<file path="src/rtl/npc_pc_reg_if.sv">
// rtl/npc_pc_reg_if.sv - decode-to-fetch redirect bus for the fetch PC register
interface npc_pc_reg_if;
   logic        stall_f;
   logic        br_taken;
   logic [31:0] pc_d;
   logic [15:0] imm16;
   logic        jump_en;
   logic [25:0] jump_idx;
   logic        jr_en;
   logic [31:0] jr_target;
   logic [31:0] pc_f;
   logic [31:0] link_pc;
   logic        redirect;
   logic        addr_err;
   logic        req_drop;

   modport master (
      output stall_f, br_taken, pc_d, imm16, jump_en, jump_idx, jr_en, jr_target,
      input  pc_f, link_pc, redirect, addr_err, req_drop
   );

   modport slave (
      input  stall_f, br_taken, pc_d, imm16, jump_en, jump_idx, jr_en, jr_target,
      output pc_f, link_pc, redirect, addr_err, req_drop
   );
endinterface

</file>
<file path="src/rtl/npc_pc_reg.sv">
// rtl/npc_pc_reg.sv - fetch PC register with branch/jump/jr redirect and stall-time pending slot
module npc_pc_reg #(
   parameter logic [31:0] RESET_PC    = 32'h0000_3000,
   parameter bit          CHECK_ALIGN = 1'b1
) (
   input logic        clk,
   input logic        rst_n,
   npc_pc_reg_if.slave bus
);

   typedef enum logic {ST_RUN, ST_PEND} state_t;

   state_t      state, state_nxt;
   logic [31:0] pc_q, pc_nxt;
   logic [31:0] pend_pc, pend_pc_nxt;
   logic        pend_err, pend_err_nxt;
   logic        redirect_q, redirect_nxt;
   logic        addr_err_q, addr_err_nxt;
   logic        req_drop_q, req_drop_nxt;

   logic        req;
   logic [31:0] pc_d_plus4;
   logic [31:0] br_tgt;
   logic [31:0] j_tgt;
   logic [31:0] tgt;
   logic        tgt_err;

   assign req        = bus.jr_en | bus.jump_en | bus.br_taken;
   assign pc_d_plus4 = bus.pc_d + 32'd4;
   assign br_tgt     = pc_d_plus4 + {{14{bus.imm16[15]}}, bus.imm16, 2'b00};
   assign j_tgt      = {pc_d_plus4[31:28], bus.jump_idx, 2'b00};

   // Priority jr > j > branch; only a jr target can be misaligned.
   always_comb begin
      tgt     = br_tgt;
      tgt_err = 1'b0;
      if (bus.jr_en) begin
         tgt     = bus.jr_target;
         tgt_err = CHECK_ALIGN && (bus.jr_target[1:0] != 2'b00);
      end else if (bus.jump_en) begin
         tgt = j_tgt;
      end
   end

   always_ff @(posedge clk) begin
      if (!rst_n) begin
         state      <= ST_RUN;
         pc_q       <= RESET_PC;
         pend_pc    <= 32'd0;
         pend_err   <= 1'b0;
         redirect_q <= 1'b0;
         addr_err_q <= 1'b0;
         req_drop_q <= 1'b0;
      end else begin
         state      <= state_nxt;
         pc_q       <= pc_nxt;
         pend_pc    <= pend_pc_nxt;
         pend_err   <= pend_err_nxt;
         redirect_q <= redirect_nxt;
         addr_err_q <= addr_err_nxt;
         req_drop_q <= req_drop_nxt;
      end
   end

   always_comb begin
      state_nxt = state;
      case (state)
         ST_RUN:  if (req && bus.stall_f) state_nxt = ST_PEND;
         ST_PEND: if (!bus.stall_f)       state_nxt = ST_RUN;
         default: state_nxt = ST_RUN;
      endcase
   end

   // A stalled request parks in pend_pc and is applied on the first unstalled cycle;
   // anything arriving while parked is discarded.
   always_comb begin
      pc_nxt       = pc_q;
      pend_pc_nxt  = pend_pc;
      pend_err_nxt = pend_err;
      redirect_nxt = 1'b0;
      addr_err_nxt = 1'b0;
      req_drop_nxt = 1'b0;
      case (state)
         ST_RUN: begin
            if (req && !bus.stall_f) begin
               pc_nxt       = tgt;
               redirect_nxt = 1'b1;
               addr_err_nxt = tgt_err;
            end else if (req) begin
               pend_pc_nxt  = tgt;
               pend_err_nxt = tgt_err;
            end else if (!bus.stall_f) begin
               pc_nxt = pc_q + 32'd4;
            end
         end
         ST_PEND: begin
            req_drop_nxt = req;
            if (!bus.stall_f) begin
               pc_nxt       = pend_pc;
               redirect_nxt = 1'b1;
               addr_err_nxt = pend_err;
            end
         end
         default: ;
      endcase
   end

   assign bus.pc_f     = pc_q;
   assign bus.link_pc  = bus.pc_d + 32'd8;
   assign bus.redirect = redirect_q;
   assign bus.addr_err = addr_err_q;
   assign bus.req_drop = req_drop_q;

endmodule
</file>
<file path="src/flat_wrapper.sv">
// flat-port wrapper written by rule: the top's interface ports become plain ports
module npc_pc_reg_flat 
#(
   parameter logic [31:0] RESET_PC    = 32'h0000_3000,
   parameter bit          CHECK_ALIGN = 1'b1
)
  (clk, rst_n, bus_stall_f, bus_br_taken, bus_pc_d, bus_imm16, bus_jump_en, bus_jump_idx, bus_jr_en, bus_jr_target, bus_pc_f, bus_link_pc, bus_redirect, bus_addr_err, bus_req_drop);
  npc_pc_reg_if bus_i ();
  input logic clk;
  input logic rst_n;
  input wire logic [$bits(bus_i.stall_f)-1:0] bus_stall_f;
  input wire logic [$bits(bus_i.br_taken)-1:0] bus_br_taken;
  input wire logic [$bits(bus_i.pc_d)-1:0] bus_pc_d;
  input wire logic [$bits(bus_i.imm16)-1:0] bus_imm16;
  input wire logic [$bits(bus_i.jump_en)-1:0] bus_jump_en;
  input wire logic [$bits(bus_i.jump_idx)-1:0] bus_jump_idx;
  input wire logic [$bits(bus_i.jr_en)-1:0] bus_jr_en;
  input wire logic [$bits(bus_i.jr_target)-1:0] bus_jr_target;
  output wire logic [$bits(bus_i.pc_f)-1:0] bus_pc_f;
  output wire logic [$bits(bus_i.link_pc)-1:0] bus_link_pc;
  output wire logic [$bits(bus_i.redirect)-1:0] bus_redirect;
  output wire logic [$bits(bus_i.addr_err)-1:0] bus_addr_err;
  output wire logic [$bits(bus_i.req_drop)-1:0] bus_req_drop;
  assign bus_i.stall_f = bus_stall_f;
  assign bus_i.br_taken = bus_br_taken;
  assign bus_i.pc_d = bus_pc_d;
  assign bus_i.imm16 = bus_imm16;
  assign bus_i.jump_en = bus_jump_en;
  assign bus_i.jump_idx = bus_jump_idx;
  assign bus_i.jr_en = bus_jr_en;
  assign bus_i.jr_target = bus_jr_target;
  assign bus_pc_f = bus_i.pc_f;
  assign bus_link_pc = bus_i.link_pc;
  assign bus_redirect = bus_i.redirect;
  assign bus_addr_err = bus_i.addr_err;
  assign bus_req_drop = bus_i.req_drop;
  npc_pc_reg #(.RESET_PC(RESET_PC), .CHECK_ALIGN(CHECK_ALIGN)) u_core (.clk(clk), .rst_n(rst_n), .bus(bus_i));
endmodule
</file>
<file path="config.mk">
export PLATFORM = sky130hd
export DESIGN_NAME = npc_pc_reg_flat
export DESIGN_NICKNAME = d
export VERILOG_FILES = /design/src/rtl/npc_pc_reg_if.sv /design/src/rtl/npc_pc_reg.sv /design/src/flat_wrapper.sv
export SDC_FILE = /design/constraint.sdc
export NUM_CORES = 1
export LEC_CHECK = 0
export CORE_MARGIN = 3
export CORE_UTILIZATION = 45
export DETAILED_ROUTE_END_ITERATION = 16
export HOLD_SLACK_MARGIN = 0.03
export PLACE_DENSITY = 0.75
export REMOVE_ABC_BUFFERS = 1
export SLEW_MARGIN = 20
export SYNTH_ARGS = -nofsm -noshare
export SYNTH_HDL_FRONTEND = slang
export SYNTH_SLANG_ARGS = --single-unit
export TNS_END_PERCENT = 1
</file>
<file path="constraint.sdc">
create_clock -name clk -period 6.6 [get_ports clk]
set_input_delay 1.32 -clock clk [delete_from_list [all_inputs] [get_ports clk]]
set_output_delay 1.32 -clock clk [all_outputs]
set_load 0.05 [all_outputs]
</file>
==> qor.json, run 1 <==
{
  "result_of_the_run": "completed",
  "post_route_wl_um": 22440,
  "worst-path-stages": 10,
  "grt.met2_usage": 0.4253,
  "worst_skew_pair.late_latency_ns": 0.33,
  "synth-simple-area-share": 0.2646,
  "grt_antenna_before_repair": 2,
  "switching_share": 0.3736,
  "grt_first_pass_wirelength_um": 35590,
  "grt_start_max_net_pins": 50,
  "asyncSetResetFlopFracSynth": 0,
  "synth_compound_area_frac": 0.2943,
  "clock_sink_count": 69,
  "final_core_utilization": 0.6114,
  "power.sequential.fraction": 0.312,
  "achievable-frequency_mhz": 172.3,
  "most-common-layout-cells": "clkdlybuf4s50_1, nand2_1, nor2_1, o21ai_0, dfxtp_1",
  "vias_in_the_first_global_route": 7031,
  "clk_pin_slew_worst_paths_ns": 0.05,
  "remaining_number_of_nets_flagged_by_the_antenna_check_after_routing": 0,
  "cts_tree": "done",
  "post_synth_fa_ha_maj_area_fraction": 0.06853,
  "critical-path-max-stage-delay_ns": 0.81,
  "timing.critical_path.buf_inv": 2,
  "timing.critical_path.from_type": "primary input",
  "cts_setup_buffers": 0,
  "postSynthAreaPerCell_um2": 7.257,
  "vdd_ir_drop_max_mv": 0.1266,
  "power.share.combinational": 0.412,
  "intPower_mw": 0.9716,
  "cts_made_buffers": 9,
  "die-width_um": 129.5,
  "number_of_cell_instances_on_the_worst_register_to_register_path": 7,
  "detail_route.iter0.violations": 718,
  "rr_endpoint": "u_core.bus.pc_f[28]",
  "num-nets-final": 1242,
  "grt-busiest-layer": "met2",
  "cts.htree.levels": 3,
  "critPathMostFrequentCell": "nand3_1",
  "cp.arrival_ns": 4.48,
  "cts-resized-gates": 0,
  "syn-instance-count": 946,
  "n_fill_cell": 1381,
  "gr_ovfl_total": 0,
  "dp_hpwl_um": 17150,
  "period_minus_slack_ns": 5.804,
  "use_met3": 0.03421,
  "worst_clock_skew_ns": 0.003062,
  "critical-path-slowest-cell": "clkdlybuf4s50_1",
  "num_io_pins": 179,
  "worstSetupEndpointType": "primary output",
  "clock_power_share": 0.277,
  "seqCellArea_um2": 1381,
  "placeable_core_area_um2": 14750,
  "routed_via_density": 5.946,
  "synth-xor-area-share": 0.1135,
  "fp-row-count": 44,
  "layout.cell_area.non_filler_um2": 9021,
  "post_route_cells_drive_above_1_share": 0.04923,
  "drc_errors": 0,
  "power.leakage_nw": 3.485,
  "rsz0062_at_grt": "no",
  "hp-start": "u_core.pend_pc[23]",
  "timing.max_cap.violations": 0,
  "area_growth_syn_to_layout_pct": 31.40,
  "power_density_of_the_placed_cells_nw_per_um2": 171.9,
  "critPathTopFamily": "buffers and inverters",
  "synth_flop_cell": "dfxtp_1",
  "placed_standard_cell_area_um2": 8758,
  "start_util": 0.4653,
  "fin_setup_tns_ns": 0,
  "number_of_setup_violations_in_the_final_report": 0,
  "worst_hold_path.num_cells": 2,
  "gp_routability_congestion": 0.9262,
  "report.final.slew_viol_count": 0,
  "ys.warnings.count": 0,
  "dominant_combinational_cell_family_by_area_after_synthesis": "compound AO/OA/AOI/OAI gates",
  "track_usage": 0.2608,
  "cts_hold_buffers": 0,
  "reg2reg_from": "u_core.bus.pc_f[5]",
  "drt_pre_antenna_iters": 7,
  "synth.cell_area_um2": 6865,
  "worstPathMaxFanout": 6,
  "final_min_period_over_clock_period": 0.8794,
  "multiInputGateArea_um2": 5179,
  "criticalPathCategory": "in2out",
  "die_area_um2": 16770,
  "report.final.hold_viol_count": 0,
  "cp_cell_sequence": "clkdlybuf4s50_1 -> ha_1 -> and3_1 -> nand3_1 -> nor3_2 -> nand3_1 -> nor2_1 -> nand3_1 -> xnor2_1 -> clkdlybuf4s50_1",
  "clock_path_buffers": 2,
  "hold_class": "reg2reg",
  "final_common_cell": "clkdlybuf4s50_1",
  "synthDistinctLibCells": 72,
  "synth.yosys.seq_area_share": 0.2012,
  "synth_mux_area_frac": 0.01330,
  "slew-limit-headroom": 0.3584,
  "min_delay_worst_endpoint": "u_core.pend_pc[23]",
  "detail_route.wl_per_cell_um": 17.50,
  "ys_ff_latch": 69,
  "gr-usage-met1": 0.3491,
  "clock-root-buffer": "clkbuf_16",
  "detailroute.via_count": 7623,
  "worst-slew-pin-transition_ns": 0.9589,
  "dpl.cell_count": 1266,
  "rrSetupSlack_ns": 4.16,
  "port_buffers": 178,
  "required_ns": 5.28,
  "synth_edf_count": 0,
  "floorplan.die.height_um": 129.5,
  "hold_ws_ns": 0.4582,
  "layoutNonFillerInstCount": 1282,
  "power.switching_mw": 0.5794
}
-- kinds of logic (layout without fill, tap and decap cells) --
| kind of cell | count (synthesis) | in the layout |
|---|---|---|
| compound gates | 294 | 294 |
| flops | 69 | 69 |
| xor+xnor | 89 | 89 |
| buf+inv | 76 | 227 |
| simple gates | 372 | 372 |
| mux | 9 | 9 |
| fa+ha+maj | 37 | 37 |
| other cells | 0 | 1 |
-- power by group through the flow --
stage               combinational, mW  clock, mW  sequential, mW
floorplan                       0.322          0           0.548
global placement                0.626          0           0.491
detailed placement              0.631          0           0.491
CTS                             0.635      0.434           0.483
global route                    0.692      0.447           0.488
finish                          0.639      0.429           0.483
-- layout make-up --
type | instances | share of cell area
inverters | 17 | 0.007074
clock buffers | 13 | 0.02774
diodes | 1 | 0.0002774
flip-flops and latches | 69 | 0.1531
multi-input cells | 801 | 0.5741
well taps | 184 | 0.02552
repair buffers | 195 | 0.2111
clock inverters | 2 | 0.001110
-- layer usage --
metal	vias up	share of wire
li1	3799	-
met1	3457	0.45
met2	320	0.45
met3	45	0.069
met4	2	0.031
met5	-	0.00058
-- tightest hold or removal path, delay by kind of cell (launching register included) --
family           cells  cell delay [ns]
DFF                  1             0.31
and+or+nand+nor      2             0.11
-- metrics by stage --
step	setup slack [ns]	total power, mW
after floorplan	1.690	0.8707
after global placement	0.7730	1.116
after detailed placement	0.6638	1.122
after CTS	0.7666	1.552
after global routing	0.5854	1.627
final	0.7960	1.551
-- sequential cells by signal, indices dropped and copies added (netlist names) --
signal	flops
u_core.bus.redirect	1
u_core.state	1
u_core.pend_err	1
u_core.bus.addr_err	1
u_core.pend_pc	32
u_core.bus.pc_f	32
u_core.bus.req_drop	1
-- synthesized netlist by cell type (10+ instances only) --
cell	count	area, um^2
dfxtp_1	69	1381
nor3_1	14	70.07
nand2_1	104	390.4
o21ai_0	70	350.3
nand4_1	26	162.7
nand3_1	48	240.2
inv_1	17	63.81
clkbuf_1	44	165.2
nor2_1	89	334.1
or3_1	11	68.82
and2_1	20	125.1
xor2_1	40	350.3
a221oi_1	11	96.34
a21oi_1	61	305.3
a21o_1	19	142.6
a211oi_1	19	142.6
xnor2_1	49	429.2
ha_1	36	450.4
and3_1	17	106.4
o211ai_1	10	75.07
-- worst max path at each step --
stage | startpoint | endpoint | slack [ns]
after global placement | bus_pc_d[4] | u_core.pend_pc[30] | 0.77
after detailed placement | bus_pc_d[4] | u_core.bus.pc_f[30] | 0.66
after CTS | bus_pc_d[4] | bus_link_pc[31] | 0.77
after floorplan | bus_pc_d[3] | u_core.pend_pc[30] | 1.69
final | bus_pc_d[4] | bus_link_pc[31] | 0.80
after global routing | bus_pc_d[3] | bus_link_pc[31] | 0.59
Note: power is estimated with default switching activity, not from simulation.
==> run 2: changes to the inputs <==
==> constraint.sdc (replaced) <==
create_clock -name clk -period 6.6 [get_ports clk]
set_input_delay 1.32 -clock clk [delete_from_list [all_inputs] [get_ports clk]]
set_output_delay 1.32 -clock clk [all_outputs]
set_load 0.005 [all_outputs]
==> run 2 against run 1 <==
Compared with the run above: global-route usage is 1.4 points higher; design area rose by 0.61%; clock-buffer cell count shrank 4; sequential power is essentially flat; via count up 1.1%; core utilization increased by 0.37 points; non-clock buffer count did not move.
==> qor.json, run 2 (synthesized netlist as in run 1, its figures left out) <==
{
  "result_of_the_run": "completed",
  "num-nets-final": 1242,
  "cp.arrival_ns": 5.75,
  "clk_pin_slew_worst_paths_ns": 0.06,
  "post_route_wl_um": 23000,
  "drt_pre_antenna_iters": 6,
  "grt_antenna_before_repair": 1,
  "floorplan.die.height_um": 129.5,
  "cts_made_buffers": 9,
  "placed_standard_cell_area_um2": 8758,
  "routed_via_density": 6.009,
  "cts_tree": "done",
  "dp_hpwl_um": 17540,
  "cp_cell_sequence": "clkdlybuf4s50_1 -> ha_1 -> and3_1 -> nand3_1 -> nor3_2 -> buf_4 -> nand2_1 -> nor3_1 -> xor2_1 -> ha_1 -> a21o_1 -> o21bai_1 -> a221o_1 -> a311o_1 -> a31oi_1 -> mux2_1 -> o21ai_0 -> nor3b_1",
  "power.leakage_nw": 3.507,
  "report.final.slew_viol_count": 0,
  "achievable-frequency_mhz": 182.1,
  "grt_first_pass_wirelength_um": 37840,
  "detail_route.wl_per_cell_um": 17.93,
  "hold_class": "reg2reg",
  "vdd_ir_drop_max_mv": 0.1140,
  "n_fill_cell": 1381,
  "track_usage": 0.2752,
  "worst_clock_skew_ns": 0.009776,
  "most-common-layout-cells": "clkdlybuf4s50_1, nand2_1, nor2_1, o21ai_0, dfxtp_1",
  "worstPathMaxFanout": 6,
  "critical-path-slowest-cell": "clkdlybuf4s50_1",
  "report.final.hold_viol_count": 0,
  "period_minus_slack_ns": 5.492,
  "detail_route.iter0.violations": 878,
  "layout.cell_area.non_filler_um2": 9076,
  "num_io_pins": 179,
  "area_growth_syn_to_layout_pct": 32.20,
  "clock_sink_count": 69,
  "critPathTopFamily": "compound AO/OA/AOI/OAI gates",
  "power_density_of_the_placed_cells_nw_per_um2": 169.7,
  "rsz0062_at_grt": "no",
  "critical-path-max-stage-delay_ns": 0.55,
  "clock_path_buffers": 2,
  "start_util": 0.4653,
  "number_of_setup_violations_in_the_final_report": 0,
  "final.setup.worst_slack_ns": 1.108,
  "remaining_number_of_nets_flagged_by_the_antenna_check_after_routing": 0,
  "vias_in_the_first_global_route": 7439,
  "fin_setup_tns_ns": 0,
  "dp_worst_setup_slack_ns": 0.8068,
  "cts_hold_buffers": 0,
  "worst_skew_pair.late_latency_ns": 0.34,
  "die_area_um2": 16770,
  "timing.max_cap.violations": 0,
  "clock-root-buffer": "clkbuf_16",
  "timing.critical_path.buf_inv": 2,
  "post_route_cells_drive_above_1_share": 0.05282,
  "fp-row-count": 44,
  "grt_start_max_net_pins": 57,
  "critPathMostFrequentCell": "ha_1",
  "final_common_cell": "clkdlybuf4s50_1",
  "gp_routability_congestion": 0.9232,
  "timing.critical_path.from_type": "primary input",
  "cts-resized-gates": 0,
  "drc_errors": 0,
  "port_buffers": 178,
  "worstSetupEndpointType": "flip-flop",
  "die-width_um": 129.5,
  "detailroute.via_count": 7709,
  "slew-limit-headroom": 0.3891,
  "placeable_core_area_um2": 14750,
  "criticalPathCategory": "in2reg",
  "required_ns": 6.86,
  "final_min_period_over_clock_period": 0.8322,
  "gr_ovfl_total": 0,
  "cts.htree.levels": 3,
  "worst-slew-pin-transition_ns": 0.9164,
  "cts_setup_buffers": 0
}
run 2: cell count changes in the layout (fill, tap and decap cells not counted), sizes merged:
cell      change
clkbuf        -4
clkinv        +1
clkinvlp      +2
bufinv        +2
run 2: path summary, 6_finish.rpt:
check               startpoint                   to  slack, ns  cells past startpoint
max                bus_pc_d[4]  u_core.bus.pc_f[30]       1.11                     18
max reg2reg       u_core.state  u_core.bus.pc_f[29]       4.03                      5
min          u_core.pend_pc[8]    u_core.pend_pc[8]       0.47                      2
min reg2reg  u_core.pend_pc[8]    u_core.pend_pc[8]       0.47                      2
run 2: per-layer routing:
layer / GRT usage / vias up / part of all wire
li1: - / 3781 / -
met3: 0.03751 / 46 / 0.064
met2: 0.4515 / 341 / 0.45
met5: 0 / - / 0
met4: 0.09230 / 0 / 0.028
met1: 0.3731 / 3541 / 0.45
run 2: worst reg2reg max path: stages (launching register included):
cell and delay [ns]:
dfxtp_1 0.60, buf_4 0.39, nand2b_1 0.37, nor2_1 0.67, nand2_1 0.22, o31ai_1 0.24
run 2: power by group:
| part | switching [mW] | internal [mW] |
|---|---|---|
| clock | 0.187 | 0.328 |
| combinational | 0.279 | 0.259 |
| sequential | 0.0356 | 0.451 |
| total | 0.502 | 1.04 |
run 2: area by class of cell:
type,count,area (um^2),share of cell area
multi-input cells,801,5179,0.5706
inverters,17,63.81,0.007031
well taps,184,230.2,0.02537
flip-flops and latches,69,1381,0.1522
clock buffers,9,225.2,0.02481
repair buffers,195,1904,0.2098
clock inverters,7,90.09,0.009926
diodes,1,2.502,0.0002757
run 2: metrics by stage:
step / instances / power, mW / util / hold WS, ns
final: 1283 / 1.540 / 0.6152 / 0.4662
after global routing: 1283 / 1.619 / 0.6152 / 0.4867
after CTS: 1282 / 1.535 / 0.6150 / 0.4662
after detailed placement: 1266 / 1.022 / 0.5936 / 0.4579
after global placement: 1266 / 1.019 / 0.5936 / 0.4468
after floorplan: 887 / 0.7739 / - / 0.4341
==> run 3: changes to the inputs <==
--- a/config.mk
+++ b/config.mk
@@ -9,7 +9,7 @@
 export CORE_UTILIZATION = 45
 export DETAILED_ROUTE_END_ITERATION = 16
 export HOLD_SLACK_MARGIN = 0.03
-export PLACE_DENSITY = 0.75
+export PLACE_DENSITY = 0.78
 export REMOVE_ABC_BUFFERS = 1
 export SLEW_MARGIN = 20
 export SYNTH_ARGS = -nofsm -noshare
==> constraint.sdc (replaced) <==
create_clock -name clk -period 4.8 [get_ports clk]
set_input_delay 0.96 -clock clk [delete_from_list [all_inputs] [get_ports clk]]
set_output_delay 0.96 -clock clk [all_outputs]
set_load 0.005 [all_outputs]
==> run 3 against run 2 <==
Compared with the run above: first-iteration DRC count shrank 29%; cell count up 6.9%; clock power increased by 41%; via count increased by 5.6%; die area is the same; hold slack lost 0.0074 ns; critical path depth fell by 1; critical endpoint is now u_core.pend_pc[30].
==> qor.json, run 3 (synthesized netlist as in run 1, its figures left out) <==
{
  "most-common-layout-cells": "clkdlybuf4s50_1, buf_4, nand2_1, nor2_1",
  "criticalPathCategory": "in2reg",
  "rsz0062_at_grt": "yes",
  "cts_hold_buffers": 0,
  "placed_standard_cell_area_um2": 9397,
  "gr_ovfl_total": 0,
  "grt.met2_usage": 0.4805,
  "grt_start_max_net_pins": 47,
  "final_core_utilization": 0.6666,
  "track_usage": 0.2812,
  "clock_path_buffers": 2,
  "detailroute.via_count": 8138,
  "drt_pre_antenna_iters": 5,
  "start_point_of_the_critical_path": "bus_pc_d[6]",
  "grt_antenna_before_repair": 1,
  "cts_tree": "done",
  "clk_pin_slew_worst_paths_ns": 0.06,
  "hold_class": "reg2reg",
  "worst-path-stages": 17,
  "vias_in_the_first_global_route": 7744,
  "crit_end": "u_core.pend_pc[30]",
  "routed_via_density": 5.931,
  "report.final.slew_viol_count": 0,
  "dpl.cell_count": 1351,
  "die_area_um2": 16770,
  "dp_hpwl_um": 18780,
  "worstSetupEndpointType": "flip-flop",
  "detail_route.iter0.violations": 627,
  "worst-slew-pin-transition_ns": 1.094,
  "required_ns": 5.09,
  "layoutNonFillerInstCount": 1372,
  "rrSetupSlack_ns": 1.84,
  "vdd_ir_drop_max_mv": 0.1869,
  "slew-limit-headroom": 0.2641,
  "critical-path-max-stage-delay_ns": 0.49,
  "die-width_um": 129.5,
  "detail_route.wl_per_cell_um": 17.60,
  "result_of_the_run": "completed",
  "reg2reg_from": "u_core.bus.pc_f[4]",
  "period_minus_slack_ns": 4.644,
  "report.final.hold_viol_count": 0,
  "cts.htree.levels": 3,
  "worst_clock_skew_ns": 0.005821,
  "num-nets-final": 1331,
  "start_util": 0.4653,
  "clock_sink_count": 69,
  "number_of_cell_instances_on_the_worst_register_to_register_path": 7,
  "timing.critical_path.from_type": "primary input",
  "achievable-frequency_mhz": 215.3,
  "drc_errors": 0,
  "power_density_of_the_placed_cells_nw_per_um2": 225.2,
  "cts_made_buffers": 9,
  "gp_routability_congestion": 0.9736,
  "fp-row-count": 44,
  "remaining_number_of_nets_flagged_by_the_antenna_check_after_routing": 0,
  "critPathTopFamily": "compound AO/OA/AOI/OAI gates",
  "worstPathMaxFanout": 3,
  "post_route_cells_drive_above_1_share": 0.1331,
  "area_growth_syn_to_layout_pct": 43.25,
  "timing.max_cap.violations": 0,
  "layout.cell_area.non_filler_um2": 9834,
  "final_min_period_over_clock_period": 0.9675,
  "n_fill_cell": 1298,
  "worst_skew_pair.late_latency_ns": 0.34,
  "num_io_pins": 179,
  "use_met3": 0.04122,
  "gr-usage-met1": 0.3626,
  "timing.critical_path.buf_inv": 1,
  "grt_first_pass_wirelength_um": 38490,
  "grt-busiest-layer": "met2",
  "critical-path-slowest-cell": "clkdlybuf4s50_1",
  "port_buffers": 178,
  "clock-root-buffer": "clkbuf_16",
  "cp.arrival_ns": 4.93,
  "floorplan.die.height_um": 129.5,
  "placeable_core_area_um2": 14750,
  "power.leakage_nw": 3.974,
  "number_of_setup_violations_in_the_final_report": 0,
  "cp_cell_sequence": "clkdlybuf4s50_1 -> and3_4 -> and3_1 -> nand3_2 -> nor3_4 -> nand2_1 -> nor3_1 -> xor2_1 -> ha_1 -> a21o_1 -> o21bai_1 -> a221o_1 -> a311o_1 -> a31oi_2 -> mux2_4 -> o31ai_1 -> and2_1",
  "final_common_cell": "clkdlybuf4s50_1",
  "post_route_wl_um": 24150,
  "rr_endpoint": "u_core.bus.pc_f[27]"
}
-- run 3: through the flow --
step	hold slack (ns)	setup TNS (ns)	total power, mW	setup WS, ns
global placement	0.4448	-1.195	1.459	-0.3005
CTS	0.4618	0	2.195	0.06351
detailed placement	0.4545	-1.957	1.474	-0.3963
finish	0.4588	0	2.215	0.1562
floorplan	0.4341	0	1.064	0.2496
global route	0.4805	-0.3348	2.317	-0.08319
-- run 3: worst min path at each step --
stage	startpoint	end	slack, ns	depth (start not counted)
finish	u_core.pend_pc[25]	u_core.pend_pc[25]	0.46	2
global route	u_core.pend_pc[8]	u_core.pend_pc[8]	0.48	2
CTS	u_core.pend_pc[25]	u_core.pend_pc[25]	0.46	2
detailed placement	u_core.pend_pc[25]	u_core.pend_pc[25]	0.45	2
global placement	u_core.pend_pc[23]	u_core.pend_pc[23]	0.44	2
floorplan	u_core.pend_pc[23]	u_core.pend_pc[23]	0.43	2
-- run 3: final cells by class --
cell class,count,area (um^2),area share
multi-input combinational,801,5255,0.5344
timing repair buffer,284,2575,0.2618
sequential,69,1381,0.1405
clock buffer,12,256.5,0.02608
tap,184,230.2,0.02341
clock inverter,4,70.07,0.007125
inverter,17,63.81,0.006489
antenna,1,2.502,0.0002545
-- run 3: per-layer routing --
layer  vias up  wire (um)
met5         -          0
met3        49       1556
met4         0        644
met1      3786      10340
li1       3977          -
met2       326      11600
-- run 3: worst register-to-register path, delay by kind of cell (launching register included) --
kind | cells | cell delay [ns]
compound gates | 2 | 0.48
xor+xnor | 1 | 0.20
flops | 1 | 0.45
simple gates | 4 | 1.70
-- run 3: timing repair --
action | in CTS | in global routing
pin swaps | 0 | 8
endpoints found under the setup margin | 2 | 13
buffers inserted | 0 | 4
gates resized for setup | 1 | 16
-- run 3: report_power, final --
group | internal [mW] | switching [mW] | total [mW] | leakage, nW
clock network | 0.481 | 0.243 | 0.724 | 0.163
registers | 0.620 | 0.0489 | 0.669 | 0.569
logic | 0.413 | 0.408 | 0.822 | 3.24
